`src/rtl/ena_strobe_checker_sat_counter.sv`:
```
`default_nettype none
// ============================================================================
// Module      : sat_counter
// Description : Loadable up-counter that holds at all-ones; async active-low clear.
// Revision    : 1.0 - initial release
// ============================================================================
module sat_counter #(
    parameter int WIDTH = 8
) (
    input  logic             clk,
    input  logic             rst_n,
    input  logic             i_load,
    input  logic [WIDTH-1:0] i_load_val,
    input  logic             i_inc,
    output logic [WIDTH-1:0] o_count
);
    localparam logic [WIDTH-1:0] c_MAX = '1;

    logic [WIDTH-1:0] r_count;

    always_ff @(posedge clk or negedge rst_n) begin
        if (!rst_n) begin
            r_count <= '0;
        end else if (i_load) begin
            r_count <= i_load_val;
        end else if (i_inc && (r_count != c_MAX)) begin
            r_count <= r_count + WIDTH'(1);
        end
    end

    assign o_count = r_count;
endmodule
`default_nettype wire

```
`config.mk`:
```
export PLATFORM = sky130hd
export DESIGN_NAME = sat_counter
export DESIGN_NICKNAME = d
export VERILOG_FILES = /design/src/rtl/ena_strobe_checker_sat_counter.sv
export SDC_FILE = /design/constraint.sdc
export NUM_CORES = 1
export LEC_CHECK = 0
export BUFFER_PORTS_ARGS = -buffer_cell sky130_fd_sc_hd__buf_2
export CORE_AREA = 2 2 39 41
export CTS_BUF_LIST = sky130_fd_sc_hd__clkbuf_2 sky130_fd_sc_hd__clkbuf_4 sky130_fd_sc_hd__clkbuf_8
export DETAILED_ROUTE_END_ITERATION = 16
export DIE_AREA = 0 0 41 43
export PLACE_DENSITY = 0.7
export SETUP_SLACK_MARGIN = 0.3
export SKIP_CTS_REPAIR_TIMING = 1
export SYNTH_ARGS = -nofsm -noshare
export SYNTH_HDL_FRONTEND = slang
export SYNTH_SLANG_ARGS = --single-unit
```
`constraint.sdc`:
```
create_clock -name clk -period 2.5 [get_ports clk]
set_clock_uncertainty 0.15 [all_clocks]
set_input_delay 0.125 -clock clk [delete_from_list [all_inputs] [get_ports clk]]
set_output_delay 0.125 -clock clk [all_outputs]
set_load 0.03 [all_outputs]
```
=== Word level (Yosys, flattened, before mapping) ===
Index checks and enable logic that the tools add are counted.

* Logic and storage cells: 7
* Bits in registers: 8

* Reduce and logical (&&, ||, !) cells: 2
* Multiplexer cells: 2
* Equal/unequal tests: 1
* Add/sub/neg operators: 1

{| class="wikitable"
|+ Operator list
! operator !! number
|-
| $mux W8 || 2
|-
| $add A8 B1 Y8 const B || 1
|-
| $ne A8 B8 Y1 const B || 1
|-
| $reduce_bool A2 Y1 || 1
|-
| $logic_and A1 B1 Y1 || 1
|}

=== Depth between registers and ports, before layout ===
Gate-level depths: netlist (run 1).

* Depth after elaboration: 4
* Depth in mapped cells: 5
* Gate-level depth less buffers: 4

=== Least setup slack after synthesis (run 1) ===
OpenSTA, ideal clock, no wires.

* Path kind: register -> register
* Start: register r_count[0] (netlist: o_count[0])
* End: register r_count[5] (netlist: o_count[5])
* Data arrival time: 1.502 ns
* Slack: 0.712 ns
* Stages on the path, launching flop included: 6
* Period minus slack after synthesis: 1.788 ns
* Path through: dfrtp_1 > ha_1 > and3_1 > buf_6 > a2111oi_4 > o31ai_1

* Cells in the longest elaborated chain, start to end: 3

{| class="wikitable"
|+ RTL lines
! item !! RTL line !! RTL
|-
| start: declaration || 19 || <nowiki>logic [WIDTH-1:0] r_count;</nowiki>
|-
| start signal: assignment || 25 || <nowiki>r_count <= i_load_val;</nowiki>
|-
| start signal: assignment || 27 || <nowiki>r_count <= r_count + WIDTH'(1);</nowiki>
|-
| $add A8 B1 Y8 / $ne A8 B8 Y1 (equally long branches) || 27, 26 ||
|-
| $mux W8 / $logic_and A1 B1 Y1 (equally long branches) || 26 || <nowiki>end else if (i_inc && (r_count != c_MAX)) begin</nowiki>
|-
| $mux W8 / $reduce_bool A2 Y1 (equally long branches) || - ||
|}

Several ways; a longest one is shown, not always the timed one. The select of a mux whose other input is x is not followed.
A chain may end at the register's enable or synchronous reset.

=== Worst setup path in the final report (run 1) ===
Ends and elaborated chain as after synthesis.

==> flow_results.org, run 1 <==
** Outcome
- The flow ran to the end, and the final reports show no timing, DRC or antenna violations.

** Critical path
- Arrival time at the worst endpoint :: 1.71 ns
- Class of the most critical setup path :: register to register
- Peak fanout along the critical path :: 7
- CP Capture Type :: register
- Cells along the critical path :: ha_1 > and3_1 > a2111oi_4 > o31ai_1
- Worst-path cell with the longest stage delay :: sky130_fd_sc_hd__dfrtp_1
- STA classifies the critical path startpoint as a register.
- Worst r2r src :: o_count[0]
- Maximum cell stage delay along the critical path :: 0.44 ns
- Required time at the endpoint of the critical path :: 2.48 ns
- Start point of the critical path :: o_count[0]

** Clocking
- In this run the deepest clock path goes through 2 buffers.
- Clock-pin slew was measured on the worst setup and hold paths at 0.06 ns.
- The number of clock buffers added by TritonCTS is 3.
- Root cell of the clock tree :: sky130_fd_sc_hd__clkbuf_4
- In this run the number of H-tree levels came out at 1.
- TritonCTS built the clock tree.
- CTS saw 8 sinks.
- At the later pin of the worst-skew pair, clock insertion delay measures 0.26 ns.

** GRT
- GRT overflow :: 0
- The number of global-route vias before repair was 481.
- The number of antenna violations at the first check in global routing is 0.
- For this run, the total global-route usage over all layers was measured as 0.1699.
- Pin count of the biggest net entering global routing :: 21
- Wire length of the first global-routing pass :: 2063 µm

** Routing
- Count of nets left with antenna violations after detail routing :: 0
- First drt pass iteration count :: 4
- Routed via count divided by cell count :: 5.769
- Via Count :: 600
- In the final routed layout, each cell accounts on average for 13.37 µm.
- The detailed router finished its first iteration with 12 violations.
- Detailed Route WL :: 1390 µm
- In the routed design, unresolved DRC markers number 0.

** Final layout
- Most common library cell in the layout ignoring fill and taps :: sky130_fd_sc_hd__buf_2
- Most frequent cells in the layout :: sky130_fd_sc_hd__buf_2 (19), sky130_fd_sc_hd__nand2_1 (9), sky130_fd_sc_hd__dlygate4sd3_1 (9), sky130_fd_sc_hd__dfrtp_1 (8), sky130_fd_sc_hd__a21oi_1 (5)
- Compared with the post-synthesis result, the final layout area differs by 33.63%.
- Of the cells placed in the final design, the portion with a size suffix greater than 1 is 0.2841.
- Number of nets in the layout :: 103
- The register with the most flip-flops in the layout has 8 of them.
- For this run, the share of the core covered by cells in the final layout is 0.5497.
- The repair_antennas step left the layout with diodes totalling 0.

** Power
- Clock power share :: 0.272
- In this run the static leakage power is 0.3312 nW.
- The share of total power dissipated in sequential elements is 0.434.
- Power per cell area :: 503.2 nW/µm²
- IR analysis of the VDD net gives a maximum drop of 261.5 µV.
- Of the total power, the share spent switching nets is 0.3643.
- The internal portion of the total power is 243.3 µW.
- In this run the power spent charging and discharging nets is 139.4 µW.
- Share of total power in combinational logic :: 0.294

** Yosys
- Number of synthesized flops with an enable pin :: 0
- Primary FF master, synth :: sky130_fd_sc_hd__dfrtp_1
- During synthesis, Yosys emitted a total of 0 warnings.
- In this run, synthesis produced a sequential element count of 8.
- For this run, asynchronously set or reset flops after synthesis account for 1.000.
- Avg Synthesized Cell Area :: 9.182 µm²
- The synthesized netlist contains 30 unique library cells.
- The synthesized netlist occupies a cell area of 569.3 µm².
- Post-Syn Nets :: 75
- Post-Synthesis Cells :: 62
- For this run, the register share of the synthesized area comes to 0.3516.

** Placement
- Routability-driven placement finished with a final weighted congestion of 0.8149.
- Summed over all nets, the half-perimeter wirelength after detailed placement is 943.5 µm.
- PortBufs :: 19

** STA
- Min cycle time layout :: 1.727 ns
- Derived from the worst setup path, the maximum achievable clock frequency is 578.9 MHz.
- In the final timing run, aggregate negative setup slack is 0 ns.
- The final number of hold-violating endpoints was 0.
- Final period utilization :: 0.6910
- Count of pins over their slew limit :: 0
- At the pin with the least slew margin, the transition time is 0.3352 ns.
- The worst pin sits at a relative slew slack of 0.7765.
- Setup repair after global routing left no endpoint under its margin.
- Setup violations remaining at the end of the flow were counted as 0.

** Die
- 20 I/O pins were placed.
- X dimension of the die :: 41 µm
- The region available for standard cell placement spans 1384 µm².
- Row cnt :: 14
- Die Y :: 43 µm
- For this configuration, the core starts out at a cell density of 0.4114.
- Die outline area :: 1763 µm²

** Min path
- The worst hold path begins at i_inc.
- Min-Delay Path Class :: input port to register

** Flow run
- Max-cap violations in this run came to 0.
==> worst paths after layout <==
check,to,slack (ns),cells after the start
setup reg to reg,o_count[5],0.77,4
hold / removal,o_count[0],0.06,3
max in group asynchronous,o_count[4],1.92,2
min in group asynchronous,o_count[7],0.11,2
setup / recovery,o_count[5],0.77,4
hold reg to reg,o_count[0],0.52,2
==> synthesized netlist by cell type, types with 2 or more instances <==
| cell | instances | area [µm²] |
|---|---|---|
| sky130_fd_sc_hd__a211oi_1 | 2 | 15.01 |
| sky130_fd_sc_hd__a21oi_1 | 5 | 25.02 |
| sky130_fd_sc_hd__and3_1 | 2 | 12.51 |
| sky130_fd_sc_hd__and4_1 | 2 | 17.52 |
| sky130_fd_sc_hd__buf_2 | 2 | 10.01 |
| sky130_fd_sc_hd__buf_6 | 2 | 22.52 |
| sky130_fd_sc_hd__dfrtp_1 | 8 | 200.2 |
| sky130_fd_sc_hd__nand2_1 | 9 | 33.78 |
| sky130_fd_sc_hd__nand3_1 | 3 | 15.01 |
| sky130_fd_sc_hd__nand4_1 | 2 | 12.51 |
| sky130_fd_sc_hd__nor2_1 | 2 | 7.510 |
| sky130_fd_sc_hd__nor2b_1 | 2 | 12.51 |
| sky130_fd_sc_hd__o31ai_1 | 4 | 30.03 |
==> cell type report <==
cell class	count	area, µm²
Tap cell	16	20.02
Timing Repair Buffer	28	185.2
Multi-Input combinational cell	48	329.1
Fill cell	132	623.1
Clock buffer	3	22.52
Sequential cell	8	200.2
Inverter	1	3.754
==> power groups by stage <==
stage | clock, mW | combinational (mW) | sequential, mW
2_1_floorplan | 0 | 0.0459 | 0.190
3_3_place_gp | 0 | 0.101 | 0.167
3_5_place_dp | 0 | 0.101 | 0.168
4_1_cts | 0.104 | 0.102 | 0.166
5_1_grt | 0.110 | 0.122 | 0.168
6_report | 0.104 | 0.112 | 0.166
==> critical path, delay by kind of cell (launching register included) <==
family,cells,cell delay [ns]
simple gates,1,0.26
compound gates,2,0.47
flops,1,0.44
fa+ha+maj,1,0.29
==> metal layers <==
layer	up-vias	GRT usage	share of wire	wire [µm]
met5	-	0	0	0
met2	24	0.2469	0.50	697
met1	281	0.2434	0.43	596
li1	293	-	-	-
met4	0	0.06000	0.015	21
met3	2	0.03141	0.054	75
==> cells by family (layout without fill, tap and decap cells) <==
group | count (synthesis) | in the layout | synth area share
compound gates | 20 | 20 | 0.2879
fa+ha+maj | 1 | 1 | 0.02197
buf+inv | 6 | 32 | 0.07031
flops | 8 | 8 | 0.3516
simple gates | 27 | 27 | 0.2681
==> stage by stage <==
step	cell area (µm²)	setup slack (ns)	instances	power (mW)	hold slack (ns)
2_1_floorplan	569.3	0.7122	62	0.2362	-0.3206
3_3_place_gp	648.1	0.8577	92	0.2677	-0.1645
3_5_place_dp	648.1	0.8042	92	0.2696	-0.1661
4_1_cts	670.6	0.7893	95	0.3711	-0.4415
5_1_grt	760.7	0.7056	104	0.4009	0.1158
6_report	760.7	0.7726	104	0.3828	0.06336
Power figures use the tool's default switching activity.
==> run 2, diff against run 1 <==
- ABC_AREA: unset -> 1
- CORE_AREA: 2 2 39 41 -> unset
- CORE_MARGIN: unset -> 1
- CORE_UTILIZATION: unset -> 45
- DIE_AREA: 0 0 41 43 -> unset
- PLACE_DENSITY: 0.7 -> 0.76
- clock period: 2.5 -> 1.5 ns (I/O delays scaled with it)
==> run 2 against run 1 <==
The run now ends with negative hold slack left. Area after synthesis increased by 2.6%. Worst hold slack got worse by 0.099 ns. Synthesized cell count increased by 40%. Non-clock buffer count decreased by 1. Utilization increased by 18 points. Routed wire length increased by 10%. Sequential power increased by 74%. First-iteration DRC count decreased by 8.3%. Clock power increased by 98%. Die area decreased by 18%. Maximum frequency increased by 26%. Critical path type unchanged. Critical endpoint unchanged.
==> flow_results.org, run 2 <==
** Outcome
- Outcome :: finished, violations left
- Violated checks :: negative hold slack

** Critical path
- Number of cells on the worst reg-to-reg path :: 8 (+4)
- Worst reg-to-reg setup slack :: 0.13 ns (-0.65 ns)
- The data required time of the critical path was 1.54 ns (-0.94 ns).
- The top fanout value on the critical path is 5 (-2).
- Worst-path cell with the longest stage delay :: sky130_fd_sc_hd__dfrtp_2
- The endpoint identified for the worst register-to-register timing path is o_count[5].
- Maximum cell stage delay along the critical path :: 0.44 ns (about the same)
- The critical path in this run is classified as register to register.
- The data arrival time at the worst-slack endpoint was 1.41 ns (-0.30 ns).
- In this run the worst setup path begins at o_count[0].
- STA classifies the critical path startpoint as a register.
- The signal on the critical path passes through ha_4 > nand2_4 > nor2_4 > nand2_4 > nand2_8 > nor2_4 > nand2_1 > nand3_1.
- The worst setup path is captured at a register.
- Worst r2r src :: o_count[0]

** Clocking
- TritonCTS built the clock tree.
- The number of buffers between clock root and the deepest sink is 2 (unchanged).
- Root cell of the clock tree :: sky130_fd_sc_hd__clkbuf_4
- The clock input transition at the sequential cells of the worst setup and hold paths came to 0.07 ns (about the same).
- The total clock buffers created by CTS is 3 (unchanged).
- The total number of clock tree sinks came to 8 (unchanged).
- CTS H-tree depth :: 1 (unchanged)
- Clk Latency, worst-skew pair :: 0.26 ns (about the same)

** Yosys
- The number of register bits inferred by synthesis is 8 (unchanged).
- Most used standard cell by instance count after synthesis :: sky130_fd_sc_hd__nand2_1
- Post-Syn Nets :: 100 (+33%)
- The complex-gate fraction of the synthesized area is 0.05353 (-0.2344).
- Unique masters post-synth :: 18 (-40%)
- Avg Synthesized Cell Area :: 6.716 µm² (-27%)
- The cell area after synthesis is 584.3 µm² (+2.6%).
- The number of warnings issued by yosys came to 0 (unchanged).
- The async set-reset flop share out of synthesis is 1.000 (unchanged).
- In the synthesized netlist the dominant register cell turns out to be sky130_fd_sc_hd__dfrtp_1.
- Largest cells by area after synthesis :: sky130_fd_sc_hd__dfrtp_1 (34%), sky130_fd_sc_hd__nand2_1 (22%), sky130_fd_sc_hd__nand3_1 (14%), sky130_fd_sc_hd__nand2_4 (3.9%), sky130_fd_sc_hd__nand2_2 (3.2%)
- Synth top cells by count :: sky130_fd_sc_hd__nand2_1 (34), sky130_fd_sc_hd__nand3_1 (16), sky130_fd_sc_hd__dfrtp_1 (8), sky130_fd_sc_hd__inv_1 (4)
- Number of synthesized flops with an enable pin :: 0 (unchanged)
- The portion of netlist area occupied by mux cells came to 0 (unchanged).
- The portion of synthesized cell area occupied by the leading cell type was 0.3426 (-0.009036).
- Area share of xor/xnor cells in the synthesized design :: 0 (unchanged)
- sky130_fd_sc_hd__dfrtp_1 takes more of the synthesized area than any other cell.
- The adder-cell share of the synthesized area came to 0.02141 (-0.0005647).
- The proportion of synthesized chip area in sequential cells was 0.3426 (-0.009036).
- Area share of and/or/nand/nor cells after synthesis :: 0.5203 (+0.2522)
- By area, the combinational part of the netlist is dominated by simple AND/OR/NAND/NOR gates.
- Post-Synthesis Cells :: 87 (+40%)

** Routing
- The number of iterations in the first detailed-routing pass was 4 (unchanged).
- The residual antenna-violating net count after detailed routing came to 0 (unchanged).
- The average wire per cell in the routed design came to 11.71 µm (-12%).
- The via density per instance is 5.008 (-13%).
- The count of unresolved DRC violations after routing was 0 (unchanged).
- DR iter-0 viols :: 11 (-1)
- The post-detailed-routing wire length came to 1534 µm (+10%).
- Via Count :: 656 (+9.3%)

** Final layout
- # fillers :: 91 (-31%)
- The total area of multi-input combinational cells was 397.9 µm² (+21%).
- The number of flip-flops in the largest register was 8 (unchanged).
- Most frequent cells in the layout :: sky130_fd_sc_hd__nand2_1 (33), sky130_fd_sc_hd__buf_2 (19), sky130_fd_sc_hd__nand3_1 (16), sky130_fd_sc_hd__dlygate4sd3_1 (6), sky130_fd_sc_hd__dfrtp_1 (5)
- The layout cell share with drive strength beyond 1 is 0.3590 (+0.07488).
- Post-layout util :: 0.7316 (+0.1819)
- Leaving out fill and tap cells, the most frequent cell in the layout is sky130_fd_sc_hd__nand2_1.
- The register area was 203.9 µm² (+1.9%).
- Area growth syn-to-layout :: 44.75%
- Number of nets in the layout :: 131 (+27%)
- Final antenna diode count :: 0 (unchanged)
- Count of placed standard cells in the final layout, fillers left out :: 131 (+26%)

** Placement
- Final GP Congestion :: 0.7571 (-7.1%)
- The count of input and output buffers is 19 (unchanged).
- DP Wirelength :: 987.2 µm (+4.6%)
- Cell Count Post-Placement :: 118 (+28%)

** STA
- Peak clock frequency supported by timing :: 727.8 MHz (+26%)
- The total count of max-transition violations in the final report came to 0 (unchanged).
- Setup repair after global routing could not meet its margin everywhere.
- The tightest slew margin relative to the limit was 0.8252 (+0.04867).
- The minimum clock period is 1.374 ns (-0.3534 ns).
- Final period utilization :: 0.9160 (+0.2250)
- Setup violators final :: 0 (unchanged)
- The worst-case hold slack was -0.03593 ns (-0.09929 ns).
- The slew of the pin with the lowest slew margin is 0.2622 ns (-0.07300 ns).
- The final number of hold-violating endpoints is 3 (+3).
- Setup TNS :: 0 ns (unchanged)

** Power
- Clock power share :: 0.270 (-0.002)
- The share of total power in sequential cells was 0.379 (-0.055).
- Internal Power :: 467.7 µW (+92%)
- The switching fraction of total power is 0.3854 (+0.02111).
- Power per cell area :: 899.6 nW/µm² (+79%)
- The leakage power summed over all cells came to 0.4551 nW (+37%).
- The maximum resistive drop on vdd came to 545.3 µV (+110%).
- The combinational group share of total power is 0.350 (+0.056).
- The overall power after layout came to 760.9 µW (+99%).
- The power dissipated by switching net loads came to 293.2 µW (+110%).

** GRT
- The remaining global-route overflow came to 0 (unchanged).
- The global-route wire length before repair was 2125 µm (+3.0%).
- The number of antenna violations at the first check in global routing was 0 (unchanged).
- Global-route usage over all layers :: 0.2162 (+0.04635)
- Pin count of the biggest net entering global routing :: 13 (-38%)
- Vias in the first global route :: 524 (+8.9%)

** Die
- The die height came to 38.04 µm (-12%).
- Die outline area :: 1447 µm² (-18%)
- The area of the core region is 1156 µm² (-16%).
- Num ports :: 20 (unchanged)
- Initial Util :: 0.5054 (+0.09402)
- Row cnt :: 12 (-2)
- X dimension of the die :: 38.04 µm (-7.2%)

** Min path
- Worst Hold Depth :: 5 (+2)
- The worst hold path begins at i_load_val[1].
- The worst hold path belongs to the class input port to register.
- For hold timing, the worst endpoint is o_count[1].

** Flow run
- Number of max-cap violations :: 0 (unchanged)
-- run 2: how the worst max path moves through the flow --
| stage | endpoint | slack [ns] |
|---|---|---|
| after global placement | o_count[0] | 0.14 |
| after detailed placement | o_count[5] | 0.10 |
| after floorplan | o_count[0] | 0.07 |
| final | o_count[5] | 0.13 |
| after global routing | o_count[5] | 0.06 |
| after CTS | o_count[5] | 0.07 |
-- run 2: area by class of cell --
cell class,count,share of cell area
well taps,14,0.02071
flip-flops and latches,8,0.2411
multi-input cells,71,0.4704
clock buffers,4,0.03550
inverters,7,0.03107
repair buffers,27,0.2012
-- run 2: cells by family (layout without fill, tap and decap cells) --
kind of cell | after synthesis | after routing
AO/OA/AOI/OAI | 5 | 5
adder cells (fa/ha/maj) | 1 | 1
buffers and inverters | 9 | 38
flip-flops | 8 | 8
AND/OR/NAND/NOR | 64 | 65
-- run 2: worst max-delay path, delay by kind of cell (launching register included) --
family	cells	cell delay (ns)
fa+ha+maj	1	0.18
simple gates	7	0.53
flops	1	0.44
-- run 2: power groups by stage --
stage	combinational, mW	clock [mW]	sequential (mW)
6_report	0.267	0.206	0.289
5_1_grt	0.293	0.220	0.292
4_1_cts	0.232	0.210	0.288
3_5_place_dp	0.230	0	0.292
3_3_place_gp	0.229	0	0.291
2_1_floorplan	0.111	0	0.341
-- run 2: metal layers --
layer / wire (µm) / vias up / global-route usage
met5: 0 / - / 0
met4: 0 / 0 / 0.1071
met3: 54 / 0 / 0.05233
met2: 703 / 17 / 0.3136
met1: 775 / 298 / 0.2956
li1: - / 341 / -
-- run 2: through the flow --
step,hold WS (ns),area [µm²],setup slack (ns)
detailed placement,-0.2157,706.9,0.1036
global route,0.001017,845.8,0.05942
global placement,-0.2192,706.9,0.1419
floorplan,-0.3706,604.3,0.06928
finish,-0.03593,845.8,0.1261
CTS,-0.5006,737.0,0.06743
==> run 3, diff against run 2 <==
- CORE_AREA: unset -> 2 2 39 41
- CORE_MARGIN: 1 -> unset
- CORE_UTILIZATION: 45 -> unset
- DIE_AREA: unset -> 0 0 41 43
- PLACE_DENSITY: 0.76 -> 0.71
- clock period: 1.5 -> 1.7 ns (I/O delays scaled with it)
==> run 3 against run 2 <==
The run still ends with negative hold slack left. First-iteration DRC count shrank 9.1%. Count of clock-buffer cells in the layout down 1. Via count decreased by 1.1%. Total power is 16% lower. Critical path depth did not move. Maximum frequency is 0.40% lower. Critical endpoint is now o_count[4]. Largest cell class unchanged.
==> flow_results.org, run 3 (synthesis results as in run 2) <==
** Clocking
- CTS Sinks :: 8 (unchanged)
- The number of buffers between clock root and the deepest sink came to 2 (unchanged).
- Clock edge transition at the registers on the reported setup and hold paths :: 0.06 ns (about the same)
- The total clock buffers created by CTS came to 3 (unchanged).
- CTS H-tree depth :: 1 (unchanged)
- TritonCTS built the clock tree.
- Root cell of the clock tree :: sky130_fd_sc_hd__clkbuf_4
- Clk Latency, worst-skew pair :: 0.26 ns (about the same)

** Critical path
- The top fanout value on the critical path came to 5 (unchanged).
- Maximum cell stage delay along the critical path :: 0.40 ns (-0.04 ns)
- Arrival time at the worst endpoint :: 1.39 ns (-0.02 ns)
- Cells along the critical path :: ha_4 > nand2_4 > nor2_4 > nand2_4 > nand2_8 > nand2_4 > nand2_1 > nand2_1
- Worst-path cell with the longest stage delay :: sky130_fd_sc_hd__dfrtp_2
- Top cell by count, worst path :: sky130_fd_sc_hd__nand2_4
- STA classifies the critical path endpoint as a register.
- The data required time of the critical path was 1.71 ns (+0.17 ns).
- Class of the most critical setup path :: register to register
- Startpoint kind of the worst setup timing path :: register
- Among cell families on the critical path, the largest total delay comes from simple AND/OR/NAND/NOR gates.
- Worst path bufs/invs :: 0 (unchanged)

** Die
- The initial cell density of the core was 0.4222 (-0.08317).
- The die height came to 43 µm (+13%).
- The area of the core region came to 1384 µm² (+20%).
- Num ports :: 20 (unchanged)
- X dimension of the die :: 41 µm (+7.8%)
- Die outline area :: 1763 µm² (+22%)
- The cell row count is 14 (+2).

** STA
- Peak clock frequency supported by timing :: 724.9 MHz (-0.40%)
- The tightest slew margin relative to the limit came to 0.8296 (+0.004451).
- The final number of hold-violating endpoints came to 3 (unchanged).
- The total negative setup slack was 0 ns (unchanged).
- The minimum clock period came to 1.379 ns (+0.005494 ns).
- Worst-margin pin slew :: 0.2556 ns (-0.006675 ns)
- Setup violators final :: 0 (unchanged)
- The worst-case hold slack was -0.04668 ns (-0.01075 ns).
- Setup repair after global routing could not meet its margin everywhere.
- Final period utilization :: 0.8114 (-0.1045)
- Count of pins over their slew limit :: 0 (unchanged)

** GRT
- GRT overflow :: 0 (unchanged)
- Pin count of the biggest net entering global routing :: 13 (unchanged)
- The number of antenna violations at the first check in global routing is 0 (unchanged).
- Vias in the first global route :: 590 (+13%)
- Wire length of the first global-routing pass :: 2366 µm (+11%)
- The total global routing track utilization was 0.2008 (-0.01541).

** Power
- The cell area power density came to 769.8 nW/µm² (-14%).
- Peak VDD IR :: 348.1 µV (-36%)
- Cell leakage power :: 0.4441 nW (-2.4%)

** Routing
- Routed via count divided by cell count :: 4.954 (-1.1%)
- Count of nets left with antenna violations after detail routing :: 0 (unchanged)
- The average wire per cell in the routed design came to 11.73 µm (+0.13%).
- DR iter-0 viols :: 10 (-1)
- The total via count after detailed routing is 649 (-1.1%).
- First drt pass iteration count :: 4 (unchanged)
- Detailed Route WL :: 1536 µm (+0.13%)
- DRC violations left :: 0 (unchanged)

** Placement
- The global placement routability congestion was 0.8203 (+8.3%).
- The detailed-placement wirelength estimate is 1064 µm (+7.7%).
- Cell Count Post-Placement :: 120 (+1.7%)
- PortBufs :: 19 (unchanged)

** Min path
- Min-Delay Path Class :: input port to register

** Final layout
- Area growth syn-to-layout :: 41.97%
- The number of flip-flops in the largest register was 8 (unchanged).
- The filler-free cell count of the finished design was 131 (unchanged).
- The count of antenna diodes in the layout was 0 (unchanged).
- Post-layout util :: 0.5995 (-0.1321)
- Number of nets in the layout :: 130 (-0.76%)
- Most frequent cells in the layout :: sky130_fd_sc_hd__nand2_1 (34), sky130_fd_sc_hd__buf_2 (19), sky130_fd_sc_hd__nand3_1 (16), sky130_fd_sc_hd__dlygate4sd3_1 (5)
- Most common library cell in the layout ignoring fill and taps :: sky130_fd_sc_hd__nand2_1
- Share of post-route cells with drive strength above 1 :: 0.3565 (-0.002453)

** Flow run
- Number of max-cap violations :: 0 (unchanged)

** Outcome
- Violated checks :: negative hold slack
- Outcome :: finished, violations left
run 3: layer usage:
metal,GRT usage,part of all wire
met5,0,0
met4,0.1200,0.025
met3,0.03141,0.024
met2,0.3000,0.50
met1,0.2582,0.45
run 3: final timing paths:
| path | slack, ns | from | cells past startpoint | to |
|---|---|---|---|---|
| max | 0.32 | o_count[0] | 8 | o_count[4] |
| min | -0.05 | i_load_val[3] | 5 | o_count[3] |
| max reg2reg | 0.32 | o_count[0] | 8 | o_count[4] |
| min reg2reg | 0.44 | o_count[3] | 2 | o_count[3] |
| max in group asynchronous | 1.16 | rst_n | 2 | o_count[1] |
| min in group asynchronous | 0.04 | rst_n | 2 | o_count[2] |
run 3: layout make-up:
cell class / count / area, µm²
clock buffer: 3 / 22.52
fill: 153 / 554.3
inverter: 7 / 26.28
multi-input combinational: 71 / 395.4
sequential: 8 / 205.2
tap: 16 / 20.02
timing repair buffer: 26 / 160.2
run 3: report_power, final:
part / switching, mW / internal (mW) / total [mW]
registers: 0.0393 / 0.217 / 0.256
logic: 0.141 / 0.0844 / 0.225
clock network: 0.0754 / 0.0815 / 0.157
run 3: worst reg2reg max path, stage by stage (launching register included):
cell	delay, ns
sky130_fd_sc_hd__dfrtp_2	0.40
sky130_fd_sc_hd__ha_4	0.16
sky130_fd_sc_hd__nand2_4	0.06
sky130_fd_sc_hd__nor2_4	0.10
sky130_fd_sc_hd__nand2_4	0.09
sky130_fd_sc_hd__nand2_8	0.11
sky130_fd_sc_hd__nand2_4	0.07
sky130_fd_sc_hd__nand2_1	0.09
sky130_fd_sc_hd__nand2_1	0.05
run 3: metrics by stage:
stage | hold slack [ns] | power [mW] | cell area, µm² | worst slack, ns
detailed placement | -0.2033 | 0.4653 | 709.4 | 0.3053
floorplan | -0.3606 | 0.3989 | 604.3 | 0.2693
global route | 0.01253 | 0.6768 | 829.5 | 0.2624
finish | -0.04668 | 0.6386 | 829.5 | 0.3206
CTS | -0.4851 | 0.6226 | 732.0 | 0.2988
global placement | -0.2074 | 0.4611 | 709.4 | 0.3293
